**src/rtl/sweep_ctrl_pkg.sv**
```systemverilog
// ============================================================================
// sweep_ctrl_pkg : shared FSM state encoding for the sweep controller
// Revision       : 1.0
// ============================================================================
`default_nettype none

package sweep_ctrl_pkg;

    localparam int STATE_W = 3;

    typedef enum logic [STATE_W-1:0] {
        ST_IDLE = 3'd0,
        ST_LOAD = 3'd1,
        ST_UP   = 3'd2,
        ST_DOWN = 3'd3,
        ST_DONE = 3'd4
    } state_t;

endpackage

`default_nettype wire

```
**src/rtl/sweep_ctrl_counter.sv**
```systemverilog
// ============================================================================
// univ_bin_counter : up/down binary counter with sync clear, load and enable
// Revision         : 1.0
// ============================================================================
`default_nettype none

module univ_bin_counter #(
    parameter int N = 8
) (
    input  logic         clk,
    input  logic         reset,
    input  logic         syn_clear,
    input  logic         load,
    input  logic         en,
    input  logic         up,
    input  logic [N-1:0] d,
    output logic [N-1:0] q
);

    localparam logic [N-1:0] ONE = {{(N-1){1'b0}}, 1'b1};

    logic [N-1:0] q_q;
    logic [N-1:0] q_d;

    // Priority: clear over load over counting.
    always_comb begin
        q_d = q_q;
        if (syn_clear) begin
            q_d = '0;
        end else if (load) begin
            q_d = d;
        end else if (en) begin
            q_d = up ? (q_q + ONE) : (q_q - ONE);
        end
    end

    always_ff @(posedge clk or posedge reset) begin
        if (reset) begin
            q_q <= '0;
        end else begin
            q_q <= q_d;
        end
    end

    assign q = q_q;

endmodule

`default_nettype wire

```
**src/rtl/sweep_ctrl.sv**
```systemverilog
// ============================================================================
// sweep_ctrl : triangular lo->hi->lo sweep generator with repeat, pause, abort
// Revision   : 1.0
// ============================================================================
`default_nettype none

module sweep_ctrl
    import sweep_ctrl_pkg::*;
#(
    parameter int N = 8,
    parameter int R = 4
) (
    input  logic         clk,
    input  logic         reset,
    input  logic         start,
    input  logic         abort,
    input  logic         pause,
    input  logic [N-1:0] lo,
    input  logic [N-1:0] hi,
    input  logic [R-1:0] reps,
    output logic [N-1:0] q,
    output logic         busy,
    output logic         dir,
    output logic         done,
    output logic         err,
    output logic [R-1:0] reps_left
);

    localparam logic [R-1:0] REPS_ONE = {{(R-1){1'b0}}, 1'b1};

    state_t       state_q, state_d;
    logic [N-1:0] lo_q, lo_d;
    logic [N-1:0] hi_q, hi_d;
    logic [R-1:0] reps_left_q, reps_left_d;
    logic         err_q, err_d;

    logic         cnt_clear;
    logic         cnt_load;
    logic         cnt_en;
    logic         cnt_up;
    logic [N-1:0] cnt_q;

    univ_bin_counter #(
        .N(N)
    ) u_counter (
        .clk      (clk),
        .reset    (reset),
        .syn_clear(cnt_clear),
        .load     (cnt_load),
        .en       (cnt_en),
        .up       (cnt_up),
        .d        (lo_q),
        .q        (cnt_q)
    );

    always_comb begin
        state_d     = state_q;
        lo_d        = lo_q;
        hi_d        = hi_q;
        reps_left_d = reps_left_q;
        err_d       = 1'b0;
        cnt_clear   = 1'b0;
        cnt_load    = 1'b0;
        cnt_en      = 1'b0;
        cnt_up      = 1'b0;

        if (abort) begin
            // Abort wins everywhere, including over a coincident start.
            state_d     = ST_IDLE;
            reps_left_d = '0;
            cnt_clear   = 1'b1;
        end else begin
            case (state_q)
                ST_IDLE: begin
                    if (start) begin
                        if ((lo < hi) && (reps != '0)) begin
                            lo_d        = lo;
                            hi_d        = hi;
                            reps_left_d = reps;
                            state_d     = ST_LOAD;
                        end else begin
                            err_d = 1'b1;
                        end
                    end
                end
                ST_LOAD: begin
                    cnt_load = 1'b1;
                    state_d  = ST_UP;
                end
                ST_UP: begin
                    if (!pause) begin
                        cnt_en = 1'b1;
                        if (cnt_q != hi_q) begin
                            cnt_up = 1'b1;
                        end else begin
                            // Turn around on the peak without an idle cycle.
                            state_d = ST_DOWN;
                        end
                    end
                end
                ST_DOWN: begin
                    if (!pause) begin
                        if (cnt_q != lo_q) begin
                            cnt_en = 1'b1;
                        end else if (reps_left_q != REPS_ONE) begin
                            cnt_en      = 1'b1;
                            cnt_up      = 1'b1;
                            reps_left_d = reps_left_q - REPS_ONE;
                            state_d     = ST_UP;
                        end else begin
                            state_d = ST_DONE;
                        end
                    end
                end
                ST_DONE: begin
                    state_d = ST_IDLE;
                end
                default: begin
                    state_d = ST_IDLE;
                end
            endcase
        end
    end

    always_ff @(posedge clk or posedge reset) begin
        if (reset) begin
            state_q     <= ST_IDLE;
            lo_q        <= '0;
            hi_q        <= '0;
            reps_left_q <= '0;
            err_q       <= 1'b0;
        end else begin
            state_q     <= state_d;
            lo_q        <= lo_d;
            hi_q        <= hi_d;
            reps_left_q <= reps_left_d;
            err_q       <= err_d;
        end
    end

    assign q         = cnt_q;
    assign busy      = (state_q != ST_IDLE);
    assign dir       = (state_q == ST_UP);
    assign done      = (state_q == ST_DONE);
    assign err       = err_q;
    assign reps_left = reps_left_q;

endmodule

`default_nettype wire

```
**config.mk**
```make
export PLATFORM = sky130hd
export DESIGN_NAME = sweep_ctrl
export DESIGN_NICKNAME = d
export VERILOG_FILES = /design/src/rtl/sweep_ctrl_pkg.sv /design/src/rtl/sweep_ctrl_counter.sv /design/src/rtl/sweep_ctrl.sv
export SDC_FILE = /design/constraint.sdc
export NUM_CORES = 1
export LEC_CHECK = 0
export BUFFER_PORTS_ARGS = -buffer_cell sky130_fd_sc_hd__buf_2
export CORE_UTILIZATION = 45
export CTS_BUF_LIST = sky130_fd_sc_hd__clkbuf_4
export DETAILED_ROUTE_END_ITERATION = 16
export GPL_TIMING_DRIVEN = 0
export HOLD_SLACK_MARGIN = 0.06
export PLACE_DENSITY_LB_ADDON = 0.1
export REMOVE_ABC_BUFFERS = 1
export SLEW_MARGIN = 20
export SYNTH_ARGS = -nofsm -noshare
export SYNTH_HDL_FRONTEND = slang
export SYNTH_HIERARCHICAL = 1
export SYNTH_SLANG_ARGS = --single-unit
```
**constraint.sdc**
```tcl
create_clock -name clk -period 4.1 [get_ports clk]
set_input_delay 0.41 -clock clk [delete_from_list [all_inputs] [get_ports clk]]
set_output_delay 0.41 -clock clk [all_outputs]
set_load 0.01 [all_outputs]
```
==> reports/qor_table.md, run 1 <==
| Group | Parameter | This run |
|---|---|---|
| synthesis | Most used flip-flop cell after synthesis | dfrtp_1 |
| global route | Met2 usage in global routing | 37.5% |
| power and ir drop | Internal portion of total power | 0.000616 W |
| synthesis | Top cells by area, synth | dfrtp_1 34%, ha_1 8.0%, mux2_2 7.6% |
| critical path | Register-to-Register Setup Slack | 0.66 ns |
| timing | Worst slew pin tran | 0.929 ns |
| synthesis | Share of the synthesized area in the top cell type | 34.0% |
| timing | # setup viols final | 0 |
| synthesis | Number of enable-type register cells in the synthesized netlist | 0 |
| power and ir drop | Net switching fraction of the power | 33.6% |
| clocking | Number of buffers inserted by post-CTS setup repair | 0 |
| critical path | Category of the worst setup path launch point | flop |
| critical path | Worst path required time | 4.37 ns |
| critical path | Critical path depth | 11 |
| synthesis | Average footprint of a synthesized cell | 9.82 sq um |
| global route | Global-route wire length before repair | 8.89 mm |
| final layout | Area growth, synth to finish | 13.3% |
| timing | Post-Route Skew | 0.0112 ns |
| critical path | End point of the critical path | u_counter/q[4]$_DFFE_PP0P_ |
| route | Vias after detailed routing | 1930 |
| timing | Total negative slack | 0 ns |
| critical path | Slowest stage cell on the critical path | fa_1 |
| synthesis | Portion of the post-synthesis area used by sequential elements | 34.0% |
| critical path | Critical setup path kind | flop to flop |
| critical path | Depth of the most critical reg-to-reg path | 11 |
| critical path | Cell type with the highest occurrence count on the critical path | a21oi_1 |
| die | Boundary pin count | 41 |
| route | Wire length per cell | 15.3 um |
| power and ir drop | Worst voltage drop across the vdd grid | 0.000161 V |
| placed design | Buffers on Ports | 40 |
| synthesis | Cell taking the most area after synthesis | dfrtp_1 |
| synthesis | Library cell with the highest instance count after synthesis | dfrtp_1 |
| min path | Hold path startpoint | start |
| synthesis | Mapped Area | 2360 sq um |
| power and ir drop | Leakage component of the power | 1.26 nW |
| die | Horiz. Die Dim | 74.4 um |
| flow run | Max-cap check violation count | 0 |
| clocking | Number of H-tree levels | 2 |
| placed design | HPWL after detailed placement | 4.11 mm |
| timing | Max Clock Freq | 291 MHz |
| placed design | Final estimated routing congestion in global placement | 0.747 |
| clocking | Root buffer cell | clkbuf_4 |
| route | Total wire length after detailed routing | 5.33 mm |
| power and ir drop | Net switching power of the design | 0.000312 W |
| die | Placeable Area | 4880 sq um |
| critical path | Reg-to-reg startpoint | u_counter/q[6]$_DFFE_PP0P_ |
| route | Mean number of vias per cell | 5.53 |
| power and ir drop | Power consumption | 0.000928 W |
| clocking | CTS Sinks | 32 |
| synthesis | Cells after synthesis | 240 |
| route | Drt first pass iters | 4 |
| synthesis | Count of warnings emitted by yosys | 6 |
| global route | Remaining global-route overflow | 0 |
| route | DRC viols | 0 |
| global route | Most utilized layer in the global route result | met2 |
| critical path | Endpoint kind of the worst setup timing path | flop |
| timing | Final cycle utilization of the critical path | 83.9% |
| critical path | Worst EP arrival | 3.71 ns |
| timing | RSZ-0062 raised after global routing | false |
| timing | Worst hold margin | 0.318 ns |
| final layout | Total inserted antenna cells | 0 |
| die | Chip Height | 74.4 um |
| global route | Largest net degree at the start of global routing | 25 |
| timing | Slew Viols, Final | 0 |
| critical path | Cell-by-cell listing of the critical path | xnor2_1, nand4_1, nor2_1, a22oi_1, nor3_1, inv_1, fa_1, a21oi_1, o21bai_1, mux2_1, a21oi_1 |
| timing | Worst max-slew margin expressed relative to the limit | 38.0% |
| global route | Number of antenna violations at the first check in global routing | 0 |
| min path | Classification of the worst-slack hold path | input port to flop |
| power and ir drop | Power density over cell area | 348 nW/um^2 |
| global route | GR Layer Usage met3 | 3.66% |
| outcome | Status | completed |
| power and ir drop | Sequential share of power | 47.9% |
| synthesis | Number of different library cells in the post-synthesis netlist | 57 |
| clocking | Clock-pin transition on the worst setup and hold timing paths | 0.10 ns |
| synthesis | Asr flop ratio synth | 100% |
| clocking | CTS tree | built |
| route | DRT antenna net count | 0 |
| die | Std cell rows | 25 |
| clocking | Deepest clock path buffer count | 2 |
| clocking | Skew-Pair Late Insertion Delay | 0.33 ns |
| power and ir drop | Power share of the combinational group | 32.3% |
| critical path | Family of cells with the greatest summed delay on the critical path | simple AND/OR/NAND/NOR gates |
| global route | Overall global routing resource usage | 21.6% |
| route | DRC violation total after the first TritonRoute iteration | 69 |
| critical path | Worst Path Buf+Inv | 1 |
| synthesis | Top cells by count, synth | 32 x dfrtp_1, 22 x nor2_1, 19 x inv_1, 16 x mux2_2, 15 x ha_1 |
| critical path | Endpoint of the most critical register-to-register path | u_counter/q[4]$_DFFE_PP0P_ |
| clocking | Cts bufs inserted | 5 |
| die | Die area | 5530 sq um |
| critical path | Highest net fanout along the worst path | 7 |
| final layout | Share of layout cells above drive strength 1 | 28.7% |
| power and ir drop | Clk pwr share | 19.8% |
| critical path | CP Launch Point | u_counter/q[6]$_DFFE_PP0P_ |
| die | Starting Density | 48.3% |
| timing | Minimum period implied by the final worst setup slack | 3.44 ns |
| final layout | Count of nets after finishing | 322 |
| global route | Met1 routing resource usage after global routing | 27.4% |
| timing | Number of hold violations in the final report | 0 |
| global route | Via count of the first global-routing pass | 1890 |
| synthesis | Register bit total from synthesis | 32 |
| critical path | Maximum single-stage delay on the critical path | 0.47 ns |
[registers in the layout, indices dropped and copies added, names as in the netlist]
signal / flops
lo_q: 8
hi_q: 8
reps_left: 4
err: 1
state_q: 3
u_counter/q: 8
[stage by stage]
| step | setup slack (ns) | util (%) | area, sq um | instances |
|---|---|---|---|---|
| floorplan | 1.26 | - | 2270 | 230 |
| global placement | 0.0512 | 52.3 | 2550 | 337 |
| detailed placement | 0.668 | 53.4 | 2600 | 340 |
| CTS | 0.633 | 54.7 | 2670 | 349 |
| global route | 0.381 | 54.7 | 2670 | 349 |
| finish | 0.659 | 54.7 | 2670 | 349 |
[layout make-up]
type,count,area [sq um]
multi-input combinational,179,1420
fill,487,2210
clock inverter,1,3.75
timing repair buffer,44,236
clock buffer,7,52.6
sequential,32,801
tap,67,83.8
inverter,19,71.3
[power groups by stage]
stage	sequential, W	clock, W	combinational [W]
final	0.000444	0.000184	0.000300
after global routing	0.000456	0.000200	0.000335
after CTS	0.000445	0.000192	0.000304
after detailed placement	0.000451	0	0.000301
after global placement	0.000450	0	0.000291
after floorplan	0.000439	0	0.000219
[per-layer routing]
metal	vias to the layer above	part of all wire (%)
met1	941	46
met4	0	1.1
met5	-	0
met3	6	2.6
met2	30	50
li1	953	-
[worst min-delay path by stage]
stage                            endpoint  cells past startpoint
6_report                    err$_DFF_PP0_                      3
5_1_grt               lo_q[7]$_DFFE_PP0P_                      2
4_1_cts                     err$_DFF_PP0_                      3
3_5_place_dp   u_counter/q[0]$_DFFE_PP0P_                      2
3_3_place_gp   u_counter/q[0]$_DFFE_PP0P_                      2
2_1_floorplan  u_counter/q[0]$_DFFE_PP0P_                      1
[placed cells by master, fill, tap and decap left out, types with 8 or more instances in the layout]
master / instances
a21oi_1: 14
xor2_1: 8
buf_2: 40
nor2_1: 22
inv_1: 19
ha_1: 15
mux2_2: 16
xnor2_1: 11
dfrtp_1: 32
[worst register-to-register path, stage by stage (launching register included)]
cell      delay [ns]
dfrtp_1         0.46
xnor2_1         0.20
nand4_1         0.15
nor2_1          0.45
a22oi_1         0.17
nor3_1          0.39
inv_1           0.28
fa_1            0.47
a21oi_1         0.25
o21bai_1        0.12
mux2_1          0.33
a21oi_1         0.12
[repair_timing]
item	in CTS	in global routing
endpoints found under the hold margin	8	0
resized for setup	0	0
hold buffers	1	0
endpoints found under the setup margin	0	0
[cells by family after synthesis]
logic type | share of synthesized area, %
simple gates | 16.5
flops | 34.0
mux | 8.97
compound gates | 18.0
fa+ha+maj | 8.81
buf+inv | 6.74
xor+xnor | 7.06
Power figures use the tool's default switching activity.
==> inputs of run 2 (changes only) <==
Clock period 4.1 ns to 3.4 ns, I/O delays scaled along.
==> reports/qor_table.md, run 2 (same netlist as run 1, synthesis figures left out) <==
| Group | Parameter | This run |
|---|---|---|
| outcome | Status | completed |
| die | Chip Height | 74.4 um |
| die | Die area | 5530 sq um |
| clocking | Deepest clock path buffer count | 2 |
| timing | Worst hold margin | 0.245 ns |
| placed design | Final estimated routing congestion in global placement | 0.747 |
| die | Placeable Area | 4880 sq um |
| route | DRT antenna net count | 0 |
| clocking | Root buffer cell | clkbuf_4 |
| timing | Worst slew pin tran | 0.916 ns |
| global route | Most utilized layer in the global route result | met2 |
| global route | Global-route wire length before repair | 8.89 mm |
| critical path | Critical setup path kind | flop to flop |
| timing | Post-Route Skew | 0.0101 ns |
| critical path | Category of the worst setup path launch point | flop |
| route | DRC violation total after the first TritonRoute iteration | 71 |
| clocking | CTS Sinks | 32 |
| timing | Number of hold violations in the final report | 0 |
| power and ir drop | Power share of the combinational group | 32.4% |
| final layout | Fillers | 487 |
| power and ir drop | Clk pwr share | 19.7% |
| power and ir drop | Leakage component of the power | 1.27 nW |
| critical path | Worst path required time | 3.66 ns |
| timing | Minimum period implied by the final worst setup slack | 3.14 ns |
| clocking | Cts bufs inserted | 5 |
| die | Starting Density | 48.3% |
| final layout | Core utilization of the finished layout | 55.0% |
| route | Vias after detailed routing | 1926 |
| timing | Total negative slack | 0 ns |
| route | Mean number of vias per cell | 5.52 |
| global route | Overall global routing resource usage | 21.6% |
| min path | Classification of the worst-slack hold path | input port to flop |
| clocking | Number of H-tree levels | 2 |
| timing | Max Clock Freq | 319 MHz |
| timing | Worst max-slew margin expressed relative to the limit | 38.9% |
| placed design | Buffers on Ports | 40 |
| timing | RSZ-0062 raised after global routing | false |
| power and ir drop | Net switching power of the design | 0.000377 W |
| die | Boundary pin count | 41 |
| global route | Met2 usage in global routing | 37.7% |
| final layout | Count of nets after finishing | 322 |
| timing | # setup viols final | 0 |
| critical path | Worst EP arrival | 3.40 ns |
| flow run | Max-cap check violation count | 0 |
| critical path | Highest net fanout along the worst path | 12 |
| final layout | Most frequent cells in the layout | 40 x buf_2, 31 x dfrtp_1, 21 x nor2_1, 19 x inv_1, 16 x mux2_2 |
| placed design | HPWL after detailed placement | 4.11 mm |
| die | Horiz. Die Dim | 74.4 um |
| clocking | CTS tree | built |
| power and ir drop | Power consumption | 0.00112 W |
| global route | Largest net degree at the start of global routing | 25 |
| final layout | Sequential Area | 802 sq um |
| route | Drt first pass iters | 4 |
| route | Wire length per cell | 15.3 um |
| route | Total wire length after detailed routing | 5.35 mm |
| global route | Met1 routing resource usage after global routing | 27.3% |
| power and ir drop | Sequential share of power | 47.9% |
| final layout | Area growth, synth to finish | 13.9% |
| clocking | Skew-Pair Late Insertion Delay | 0.33 ns |
| final layout | Multi-input gate area | 1430 sq um |
| clocking | Number of buffers inserted by post-CTS setup repair | 0 |
| final layout | Share of layout cells above drive strength 1 | 30.1% |
| clocking | Clock-pin transition on the worst setup and hold timing paths | 0.10 ns |
| route | DRC viols | 0 |
| timing | Slew Viols, Final | 0 |
| power and ir drop | Internal portion of total power | 0.000744 W |
| global route | Number of antenna violations at the first check in global routing | 0 |
| final layout | Most common cell after layout, fill and taps aside | buf_2 |
| power and ir drop | Worst voltage drop across the vdd grid | 0.000194 V |
| global route | Remaining global-route overflow | 0 |
| die | Std cell rows | 25 |
| power and ir drop | Power density over cell area | 417 nW/um^2 |
| global route | Via count of the first global-routing pass | 1894 |
| final layout | Total inserted antenna cells | 0 |
| global route | GR Layer Usage met3 | 3.66% |
| critical path | Endpoint kind of the worst setup timing path | flop |
| timing | Final cycle utilization of the critical path | 92.3% |
| power and ir drop | Net switching fraction of the power | 33.6% |
==> run 2: area by class of cell <==
cell class	count	area share, %
Tap cell	67	3.12
Clock buffer	7	1.96
Clock inverter	1	0.140
Sequential cell	32	29.9
Timing Repair Buffer	44	8.81
Inverter	19	2.66
Multi-Input combinational cell	179	53.4
==> run 2: through the flow <==
step | worst slack (ns) | cell area, sq um | instances
floorplan | 0.559 | 2270 | 230
global placement | -0.579 | 2550 | 337
detailed placement | -0.0321 | 2600 | 340
CTS | 0.0402 | 2670 | 349
global route | 0.00435 | 2680 | 349
finish | 0.261 | 2680 | 349
==> run 2: power by group through the flow <==
stage          Sequential [W]  Combinational, W  Clock, W
4_1_cts              0.000537          0.000368  0.000231
3_5_place_dp         0.000544          0.000363         0
3_3_place_gp         0.000542          0.000351         0
2_1_floorplan        0.000530          0.000264         0
5_1_grt              0.000551          0.000407  0.000241
6_report             0.000537          0.000363  0.000221
==> run 2: worst paths after layout <==
| kind | startpoint | end | cells after the start | slack [ns] |
|---|---|---|---|---|
| max in group asynchronous | reset | state_q[0]$_DFFE_PP0P_ | 3 | 2.03 |
| min in group asynchronous | reset | u_counter/q[2]$_DFFE_PP0P_ | 3 | 0.49 |
| worst max register to register | state_q[1]$_DFFE_PP0P_ | u_counter/q[4]$_DFFE_PP0P_ | 11 | 0.26 |
| worst max-delay path | state_q[1]$_DFFE_PP0P_ | u_counter/q[4]$_DFFE_PP0P_ | 11 | 0.26 |
| worst min register to register | hi_q[4]$_DFFE_PP0P_ | hi_q[4]$_DFFE_PP0P_ | 1 | 0.53 |
| worst min-delay path | start | err$_DFF_PP0_ | 3 | 0.25 |
==> run 2: what timing repair did <==
item	in CTS	in global routing
hold buffers	1	0
gates resized for setup	2	2
hold endpoints to repair	8	0
endpoints found under the setup margin	2	5
==> run 2: per-layer routing <==
| layer | routed length (um) | vias to the layer above | share of wire (%) |
|---|---|---|---|
| met3 | 155 | 6 | 2.9 |
| met5 | 0 | - | 0 |
| met2 | 2660 | 32 | 50 |
| li1 | - | 948 | - |
| met1 | 2470 | 940 | 46 |
| met4 | 59 | 0 | 1.1 |
==> run 2: worst max-delay path, cell delays in order (launching register included) <==
cell      delay (ns)
dfrtp_1         0.56
nand2_1         0.16
or2_2           0.41
nor2_1          0.13
a22oi_1         0.10
nor3_2          0.23
inv_1           0.22
fa_1            0.45
a21oi_1         0.25
o21bai_1        0.12
mux2_1          0.33
a21oi_1         0.12
